--- src/rtl/alu_rr_sched.sv ---
// Round-robin scheduler sharing one registered ALU among NREQ requesters.
// Define ALU_SCHED_STATS_EN to add the op_count completed-response counter port.
module alu_rr_sched #(
    parameter int NREQ  = 4,
    parameter int IDW   = 2,
    parameter int WIDTH = 8
) (
    input  logic                  clock,
    input  logic                  reset,
    input  logic [NREQ-1:0]       req_valid,
    output logic [NREQ-1:0]       req_ready,
    input  logic [3*NREQ-1:0]     req_op,
    input  logic [WIDTH*NREQ-1:0] req_a,
    input  logic [WIDTH*NREQ-1:0] req_b,
    output logic                  rsp_valid,
    input  logic                  rsp_ready,
    output logic [IDW-1:0]        rsp_id,
    output logic [WIDTH-1:0]      rsp_result,
    output logic                  busy
`ifdef ALU_SCHED_STATS_EN
    ,
    output logic [15:0]           op_count
`endif
);

    typedef enum logic [1:0] {IDLE, EXEC, RESP} state_t;

    state_t           state_q, state_d;
    logic [IDW-1:0]   rr_ptr_q;
    logic [IDW-1:0]   gnt_q;
    logic [2:0]       op_q;
    logic [WIDTH-1:0] a_q, b_q;
    logic             rsp_valid_q;
    logic [IDW-1:0]   rsp_id_q;
    logic [WIDTH-1:0] rsp_result_q;

    logic             gnt_found;
    logic [IDW-1:0]   gnt_idx;

    // Requester index base+off, wrapped modulo NREQ (off < NREQ).
    function automatic logic [IDW-1:0] wrap_idx(input logic [IDW-1:0] base, input int off);
        int s;
        s = int'(base) + off;
        if (s >= NREQ) s = s - NREQ;
        return IDW'(s);
    endfunction

    function automatic logic [WIDTH-1:0] alu(input logic [2:0] op,
                                             input logic [WIDTH-1:0] a,
                                             input logic [WIDTH-1:0] b);
        logic shift_oob;
        shift_oob = (b >= WIDTH'(WIDTH));
        case (op)
            3'b000:  alu = a + b;
            3'b001:  alu = a - b;
            3'b010:  alu = a & b;
            3'b011:  alu = a | b;
            3'b100:  alu = a ^ b;
            3'b101:  alu = shift_oob ? '0 : (a << b);
            3'b110:  alu = shift_oob ? '0 : (a >> b);
            default: alu = a;
        endcase
    endfunction

    // First valid requester at or above rr_ptr, wrapping around.
    always_comb begin
        // NOTE: every combinational output gets a default first so no latch is inferred.
        gnt_found = 1'b0;
        gnt_idx   = '0;
        for (int i = 0; i < NREQ; i++) begin
            if (!gnt_found && req_valid[wrap_idx(rr_ptr_q, i)]) begin
                gnt_found = 1'b1;
                gnt_idx   = wrap_idx(rr_ptr_q, i);
            end
        end
    end

    always_ff @(posedge clock) begin
        // NOTE: clocked state uses non-blocking assignment so all registers update together.
        if (reset) state_q <= IDLE;
        else       state_q <= state_d;
    end

    always_comb begin
        state_d = state_q;
        case (state_q)
            IDLE:    if (gnt_found) state_d = EXEC;
            EXEC:    state_d = RESP;
            RESP:    if (rsp_ready) state_d = IDLE;
            default: state_d = IDLE;
        endcase
    end

    always_comb begin
        req_ready = '0;
        busy      = (state_q != IDLE);
        if (state_q == IDLE && gnt_found) req_ready[gnt_idx] = 1'b1;
    end

    always_ff @(posedge clock) begin
        if (reset) begin
            rr_ptr_q     <= '0;
            gnt_q        <= '0;
            op_q         <= '0;
            a_q          <= '0;
            b_q          <= '0;
            rsp_valid_q  <= 1'b0;
            rsp_id_q     <= '0;
            rsp_result_q <= '0;
        end else begin
            case (state_q)
                IDLE: if (gnt_found) begin
                    gnt_q <= gnt_idx;
                    op_q  <= req_op[3*int'(gnt_idx) +: 3];
                    a_q   <= req_a[WIDTH*int'(gnt_idx) +: WIDTH];
                    b_q   <= req_b[WIDTH*int'(gnt_idx) +: WIDTH];
                end
                EXEC: begin
                    rsp_result_q <= alu(op_q, a_q, b_q);
                    rsp_id_q     <= gnt_q;
                    rsp_valid_q  <= 1'b1;
                end
                // Pointer moves only on completion so the served requester drops to lowest priority.
                RESP: if (rsp_ready) begin
                    rsp_valid_q <= 1'b0;
                    rr_ptr_q    <= wrap_idx(gnt_q, 1);
                end
                default: ;
            endcase
        end
    end

    assign rsp_valid  = rsp_valid_q;
    assign rsp_id     = rsp_id_q;
    assign rsp_result = rsp_result_q;

`ifdef ALU_SCHED_STATS_EN
    logic [15:0] op_count_q;

    always_ff @(posedge clock) begin
        if (reset)                          op_count_q <= '0;
        else if (rsp_valid_q && rsp_ready)  op_count_q <= op_count_q + 16'd1;
    end

    assign op_count = op_count_q;
`endif

endmodule

--- config.mk ---
export PLATFORM = sky130hd
export DESIGN_NAME = alu_rr_sched
export DESIGN_NICKNAME = d
export VERILOG_FILES = /design/src/rtl/alu_rr_sched.sv
export SDC_FILE = /design/constraint.sdc
export NUM_CORES = 1
export LEC_CHECK = 0
export ABC_AREA = 1
export CAP_MARGIN = 0
export CORE_UTILIZATION = 54
export CTS_BUF_LIST = sky130_fd_sc_hd__clkbuf_2 sky130_fd_sc_hd__clkbuf_4 sky130_fd_sc_hd__clkbuf_8
export DETAILED_ROUTE_END_ITERATION = 10
export GPL_ROUTABILITY_DRIVEN = 1
export PLACE_DENSITY_LB_ADDON = 0.25
export SLEW_MARGIN = 25
export SYNTH_ARGS = -nofsm -noshare
export SYNTH_HDL_FRONTEND = slang
export SYNTH_SLANG_ARGS = --single-unit
export TNS_END_PERCENT = 50
--- constraint.sdc ---
create_clock -name clock -period 7.45 [get_ports clock]
set_input_delay 1.49 -clock clock [delete_from_list [all_inputs] [get_ports clock]]
set_output_delay 1.49 -clock clock [all_outputs]
set_load 0.02 [all_outputs]
== Word level (Yosys, flattened, before mapping) ==
Index checks and enable logic that the tools add are counted.
Operators by class
  shift-type cells: 5
  multiply operators: 1
  multiplexer cells: 32
  equality and inequality tests: 10
  magnitude comparators: 12
  add/sub/neg operators: 11
  reductions and logical operators: 16
  bitwise logic cells: 3
Operator list (count)
  variable part select 32 x 6 -> 8 bit: 2
  one-hot mux 8 bit (7 select lines): 1
  two-way mux 2 bit: 11
  two-way mux 8 bit: 2
  less-than comparator 2 x 3 -> 1 bit (second input constant): 5
  >= comparator 3 bit (second input constant): 4
  variable part select 12 x 5 -> 3 bit: 1
  two-way mux 1 bit: 10
  subtractor 2 x 1 -> 2 bit (second input constant): 5
  == test 3 bit (second input constant): 3
  adder 8 bit: 1
  AND 8 bit: 1
  binary-select mux 1 bit (select 2 bit): 4
  >= comparator 8 x 4 -> 1 bit (second input constant): 1
  bitwise OR 8 bit: 1
  AND reduction 2 bit: 4
  << shifter 8 x 8 -> 8 bit: 1
  >> shifter 8 x 8 -> 8 bit: 1
  subtractor 8 bit: 1
  XOR 8 bit: 1
  adder 2 x 1 -> 3 bit (second input constant): 2
  adder 2 x 2 -> 3 bit (second input constant): 2
  == test 3 x 2 -> 1 bit (second input constant): 2
  one-hot mux 2 bit (3 select lines): 1
  other kinds (15): 23
Word-level totals
  flip-flop bits (word level): 36
  input bits: 83

== Depth between registers and ports, before layout ==
Gate-level depths: netlist (run 1).
  depth in word-level cells: 19
  mapped depth: 19
  depth with buffers taken out: 18

== Least setup slack after synthesis (run 1) ==
OpenSTA, ideal clock, no wires.
  path type: input port to output port
  start: in req_valid[3]
  end: out req_ready[0]
  arrival time: 2.782 ns
  path buffers: 0
  path slack: 3.178 ns
  cell stages on the path: 9
  cells stage by stage: inv_1 > nand2_1 > nand3_1 > nand2_2 > nor2_4 > nand4_2 > nand2_2 > inv_1 > nor3_1
Between the ends
  longest elaborated chain between the ends: 17
  elaborated cells on any way between the ends: 29
  classes of those cells: order compare: 2; mux: 19; reduce/logical: 8
Ends and longest elaborated chain
  start, declared: RTL line 10  | input logic [NREQ-1:0] req_valid,
  binary-select mux 1 bit (select 2 bit): RTL line 71  | if (!gnt_found && req_valid[wrap_idx(rr_ptr_q, i)]) begin
  two-way mux 1 bit (implied by the code): RTL line 71
  two-way mux 1 bit: RTL line 71
  logical NOT 1 bit: RTL line 71
  logical AND 1 bit: RTL line 71
  two-way mux 1 bit: RTL line 71
  logical NOT 1 bit: RTL line 71
  logical AND 1 bit: RTL line 71
  two-way mux 1 bit: RTL line 71
  logical NOT 1 bit: RTL line 71
  logical AND 1 bit: RTL line 71
  two-way mux 2 bit: RTL line 71
  less-than comparator 2 x 3 -> 1 bit (implied by the code) / >= comparator 2 x 1 -> 1 bit (equally long branches): RTL line 97  | if (state_q == IDLE && gnt_found) req_ready[gnt_idx] = 1'b1;
  logical AND 1 bit (implied by the code): RTL line 97
  two-way mux 1 bit (implied by the code): RTL line 97
  demux 1 bit (select 2 bit): RTL line 97
  two-way mux 4 bit (*): RTL line 97
  end, declared: RTL line 11  | output logic [NREQ-1:0] req_ready,
Every way passes the cells marked *; elsewhere a longest branch is shown, timed or not. The select of a mux whose other input is x is not followed.

== Final worst setup path (run 1) ==
  start: in req_valid[2]
  end: out req_ready[1]
Same word-level chain as after synthesis.

==> impl_metrics.json, run 1 <==
{
  "syn_nets": 808,
  "gr-usage-met3": 0.0438,
  "design.core.area_mm2": 0.00725,
  "synth_ff_type": "dfxtp_1",
  "cts_buffers": 5,
  "gp_congestion": 0.918,
  "grt_pass1_vias": 4331,
  "ys_warn_count": 0,
  "grt_pass1_wl_mm": 20.0,
  "post_drt_wl_per_cell_um": 14.4,
  "hold_violations": 0,
  "intPower_w": 0.000631,
  "run_status": "finished clean",
  "cp.arrival_ps": 4420,
  "cp_max_fo": 29,
  "yosysTopAreaCell": "nand2_1",
  "num_rows": 31,
  "insertion_delay_ps": 290,
  "switching_share": 0.509,
  "final_common_cell": "nand2_1",
  "diodes": 0,
  "async_reset_ff_frac": 0,
  "synthDistinctLibCells": 43,
  "dieArea_mm2": 0.00782,
  "track_usage": 0.330,
  "layout_common_cells": "272 x nand2_1, 98 x clkdlybuf4s50_1, 80 x inv_1, 69 x nand3_1, 37 x a21oi_1",
  "layout_min_cycle_time_ps": 5910,
  "power_frac_clock": 0.133,
  "gr-max-usage-layer": "met2",
  "finalSetupViolCount": 0,
  "grtUsageMet2": 0.552,
  "start_util": 0.556,
  "powerDensity_mw_per_mm2": 251,
  "p_seq_frac": 0.231,
  "grtUsageMet1": 0.419,
  "vias": 4922,
  "cts-root-buf": "clkbuf_8",
  "ys_ff_latch": 36,
  "fin_nets": 888,
  "overflow": 0,
  "rsz0062_at_grt": "false",
  "io_pins": 99,
  "clock.fmax_ghz": 0.169,
  "p_switching_w": 0.000653,
  "hold_path_end": "rsp_result[1]",
  "max-clock-path-buffers": 2,
  "port_buffers": 98,
  "pwr-share-comb": 0.635,
  "drc_errors": 0,
  "crit_type": "in2out",
  "postCtsSetupBuffers": 0,
  "die_height_um": 88.4,
  "synth_edf_count": 0,
  "layout-drive-gt1-share": 0.0615,
  "die_x_um": 88.4,
  "grt_max_degree": 50,
  "finalCritPeriodShare": 0.793,
  "dp_hpwl_mm": 10.1,
  "worstMarginPinSlew_ps": 1020,
  "syn_avg_cell_area_um2": 5.76,
  "placed_cell_area_mm2": 0.00500,
  "path_clk_slew_ps": 70,
  "synth-seq-area-share": 0.179,
  "slew_viol_final": 0,
  "worst_ep_required_time_ps": 5960,
  "drv_cap": 0,
  "hold_ws_ps": 466,
  "numClockSinks": 36,
  "crit_path_end_kind": "output port",
  "first_pass_iters": 6,
  "max-vdd-ir-drop_mv": 0.127,
  "reg2reg_depth": 14,
  "regToRegSetupSlack_ps": 3640,
  "vias_per_cell": 5.59,
  "clock_skew_ps": 3.40,
  "netlist.area_leader.share": 0.253,
  "drt_wl_total_mm": 12.6,
  "finalInstanceArea_mm2": 0.00511,
  "h-tree-depth": 2,
  "setup.worst_path.start_class": "input port",
  "grt_antenna_before_repair": 0,
  "syn-cell-area_mm2": 0.00404,
  "p_leak_nw": 2.62,
  "cts_hold_buf": 0,
  "synthTopCellsByArea": "nand2_1 25%, dfxtp_1 18%, nand3_1 8.6%",
  "syn_inst": 700,
  "r2r_start": "b_q[1]",
  "reg2reg_to": "rsp_result[3]",
  "min_path_type": "reg2reg",
  "fillers": 646,
  "holdPathStages": 2,
  "timing.setup.tns_ps": 0,
  "final_util": 0.705,
  "cts_tree": "done",
  "postCtsResizedCells": 0,
  "drtIter0Drc": 311,
  "ant_nets": 0,
  "min_from": "rsp_result[1]",
  "max_slew_margin": 0.314,
  "syn2layout_area_growth_pct": 26.7
}
==> logic make-up after synthesis <==
kind of cell    count (synthesis)  share of synthesized area
fa+ha+maj                      25                     0.0794
xor+xnor                        7                     0.0152
flops                          36                      0.179
buf+inv                       114                      0.122
compound gates                 84                      0.137
simple gates                  434                      0.467
==> power groups by stage <==
stage | Combinational, W | Clock, W | Sequential, W
floorplan | 0.000567 | 0 | 0.000282
global placement | 0.000776 | 0 | 0.000297
detailed placement | 0.000796 | 0 | 0.000299
CTS | 0.000801 | 0.000172 | 0.000294
global route | 0.000910 | 0.000182 | 0.000301
finish | 0.000816 | 0.000171 | 0.000297
==> synthesized netlist by cell type, types with 4 or more instances <==
| master | number |
|---|---|
| o2111ai_1 | 4 |
| dfxtp_1 | 36 |
| nand4_1 | 29 |
| nand2_1 | 272 |
| o211ai_2 | 10 |
| buf_6 | 5 |
| buf_2 | 8 |
| nand3_1 | 69 |
| nand2_2 | 10 |
| inv_1 | 80 |
| xor2_1 | 7 |
| a21oi_1 | 37 |
| o21ai_0 | 20 |
| clkbuf_1 | 11 |
| ha_1 | 24 |
| nor2_1 | 36 |
==> worst max-delay path: stages <==
cell and delay (ps):
clkdlybuf4s50_1 480, inv_1 80, nand2_2 90, nand3_1 120, nand2_2 140, nor2_4 60
nand3_2 70, buf_4 290, nand2_2 350, a21oi_4 490, nand2_1 90, inv_1 70
clkdlybuf4s50_1 590
==> layout make-up <==
| type | count | area (µm²) | area share |
|---|---|---|---|
| Sequential cell | 36 | 721 | 0.141 |
| Tap cell | 99 | 124 | 0.0242 |
| Clock inverter | 3 | 42.5 | 0.00832 |
| Inverter | 86 | 330 | 0.0646 |
| Timing Repair Buffer | 101 | 1000 | 0.196 |
| Clock buffer | 5 | 68.8 | 0.0135 |
| Multi-Input combinational cell | 550 | 2820 | 0.552 |
==> routing by layer <==
layer | up-vias | share of wire
met3 | 44 | 0.069
met1 | 2210 | 0.43
met5 | - | 0
met2 | 225 | 0.46
li1 | 2443 | -
met4 | 0 | 0.039
==> registers in the layout, indices dropped and copies added (netlist names) <==
| name | flops |
|---|---|
| a_q | 8 |
| b_q | 8 |
| gnt_q | 2 |
| op_q | 3 |
| rr_ptr_q | 2 |
| rsp_id | 2 |
| rsp_result | 8 |
| rsp_valid | 1 |
| state_q | 2 |
==> worst max path at each step <==
stage,slack [ps],endpoint,startpoint
after floorplan,3180,req_ready[0],req_valid[3]
after global placement,1740,req_ready[1],req_valid[3]
after detailed placement,1590,req_ready[1],req_valid[2]
after CTS,1570,req_ready[1],req_valid[2]
after global routing,1360,req_ready[1],req_valid[3]
final,1540,req_ready[1],req_valid[2]
==> through the flow <==
| step | total power (W) | cells | setup slack (ps) |
|---|---|---|---|
| after floorplan | 0.000849 | 700 | 3180 |
| final | 0.00128 | 880 | 1540 |
| after global placement | 0.00107 | 872 | 1740 |
| after CTS | 0.00127 | 880 | 1570 |
| after detailed placement | 0.00109 | 872 | 1590 |
| after global routing | 0.00139 | 880 | 1360 |
(Power assumes the default switching activity.)
==> inputs of run 2 (changes only) <==
- CORE_UTILIZATION: 54 -> 52
- clock period: 7.45 -> 5.95 ns (I/O delays scaled with it)
==> impl_metrics.json, run 2 (synthesis gave the netlist of run 1 again) <==
{
  "fin_nets": 888,
  "grt_antenna_before_repair": 0,
  "drc_errors": 0,
  "die_x_um": 90.1,
  "die_height_um": 90.1,
  "cts_buffers": 5,
  "hold_ws_ps": 465,
  "p_seq_frac": 0.235,
  "h-tree-depth": 2,
  "layout-drive-gt1-share": 0.0603,
  "max_slew_margin": 0.311,
  "postCtsResizedCells": 0,
  "cts-root-buf": "clkbuf_8",
  "num_rows": 31,
  "grt_pass1_wl_mm": 21.4,
  "worst_ep_required_time_ps": 4760,
  "intPower_w": 0.000768,
  "setup.worst_path.start_class": "input port",
  "vias_per_cell": 5.60,
  "layout_min_cycle_time_ps": 4930,
  "diodes": 0,
  "clock.fmax_ghz": 0.203,
  "power_frac_clock": 0.119,
  "overflow": 0,
  "cp_max_fo": 23,
  "grt_max_degree": 50,
  "cp.arrival_ps": 3740,
  "ant_nets": 0,
  "drv_cap": 0,
  "postCtsSetupBuffers": 0,
  "numClockSinks": 36,
  "start_util": 0.548,
  "clock_skew_ps": 4.20,
  "vias": 4925,
  "syn2layout_area_growth_pct": 26.3,
  "p_switching_w": 0.000811,
  "slew_viol_final": 0,
  "p_leak_nw": 2.61,
  "hold_violations": 0,
  "run_status": "finished clean",
  "track_usage": 0.322,
  "fillers": 674,
  "dieArea_mm2": 0.00812,
  "max-vdd-ir-drop_mv": 0.131,
  "first_pass_iters": 5,
  "path_clk_slew_ps": 70,
  "layout_common_cells": "272 x nand2_1, 98 x clkdlybuf4s50_1, 80 x inv_1, 69 x nand3_1, 37 x a21oi_1",
  "max-clock-path-buffers": 2,
  "insertion_delay_ps": 290,
  "final_common_cell": "nand2_1",
  "crit_type": "in2out",
  "io_pins": 99,
  "finalCritPeriodShare": 0.828,
  "timing.setup.tns_ps": 0,
  "finalSetupViolCount": 0,
  "cts_hold_buf": 0,
  "powerDensity_mw_per_mm2": 310,
  "pwr-share-comb": 0.646,
  "post_drt_wl_per_cell_um": 14.7,
  "gp_congestion": 0.910,
  "dp_hpwl_mm": 10.1,
  "crit_path_end_kind": "output port",
  "power.total_w": 0.00158,
  "design.core.area_mm2": 0.00737,
  "rsz0062_at_grt": "false",
  "cts_tree": "done",
  "drt_wl_total_mm": 12.9,
  "port_buffers": 98,
  "drtIter0Drc": 311,
  "final_util": 0.692,
  "worstMarginPinSlew_ps": 1030,
  "switching_share": 0.514,
  "grt_pass1_vias": 4546,
  "min_path_type": "reg2reg"
}
[run 2: layer usage]
metal,GRT usage,vias up,part of all wire
met2,0.538,278,0.47
met1,0.414,2186,0.43
met5,0,-,0
li1,-,2424,-
met4,0.136,0,0.029
met3,0.0431,37,0.072
[run 2: cell type report]
type / count / area, µm² / share of cell area
Clock buffer: 7 / 96.3 / 0.0189
Timing Repair Buffer: 101 / 1000 / 0.197
Tap cell: 99 / 124 / 0.0243
Multi-Input combinational cell: 550 / 2820 / 0.554
Inverter: 86 / 330 / 0.0648
Sequential cell: 36 / 721 / 0.141
[run 2: path summary, 6_finish.rpt]
kind / startpoint / to / slack, ps / depth (start not counted)
worst max register to register: b_q[1] / rsp_result[3] / 2250 / 16
worst min-delay path: rsp_result[2] / rsp_result[2] / 470 / 2
worst min register to register: rsp_result[2] / rsp_result[2] / 470 / 2
worst max-delay path: req_valid[3] / req_ready[1] / 1020 / 12
[run 2: worst max-delay path, cell delays in order]
cell and delay, ps:
clkdlybuf4s50_1 480, inv_1 60, nand2_1 80, nand3_1 120
nand2_1 100, inv_1 80, nand3_2 100, nand2_2 270
a21oi_4 480, nand2_1 100, inv_1 80, clkdlybuf4s50_1 590
[run 2: power groups by stage]
stage          combinational, W  clock, W  sequential [W]
6_report                0.00102  0.000189        0.000371
2_1_floorplan          0.000709         0        0.000353
5_1_grt                 0.00114  0.000201        0.000375
3_3_place_gp           0.000975         0        0.000371
4_1_cts                 0.00100  0.000191        0.000367
3_5_place_dp           0.000996         0        0.000373
[run 2: through the flow]
stage / setup WS (ps) / std cells / cell area, µm²
2_1_floorplan: 2280 / 700 / 4040
3_3_place_gp: 1140 / 872 / 5000
3_5_place_dp: 1040 / 872 / 5000
4_1_cts: 1040 / 879 / 5090
5_1_grt: 817 / 879 / 5100
6_report: 1020 / 879 / 5100
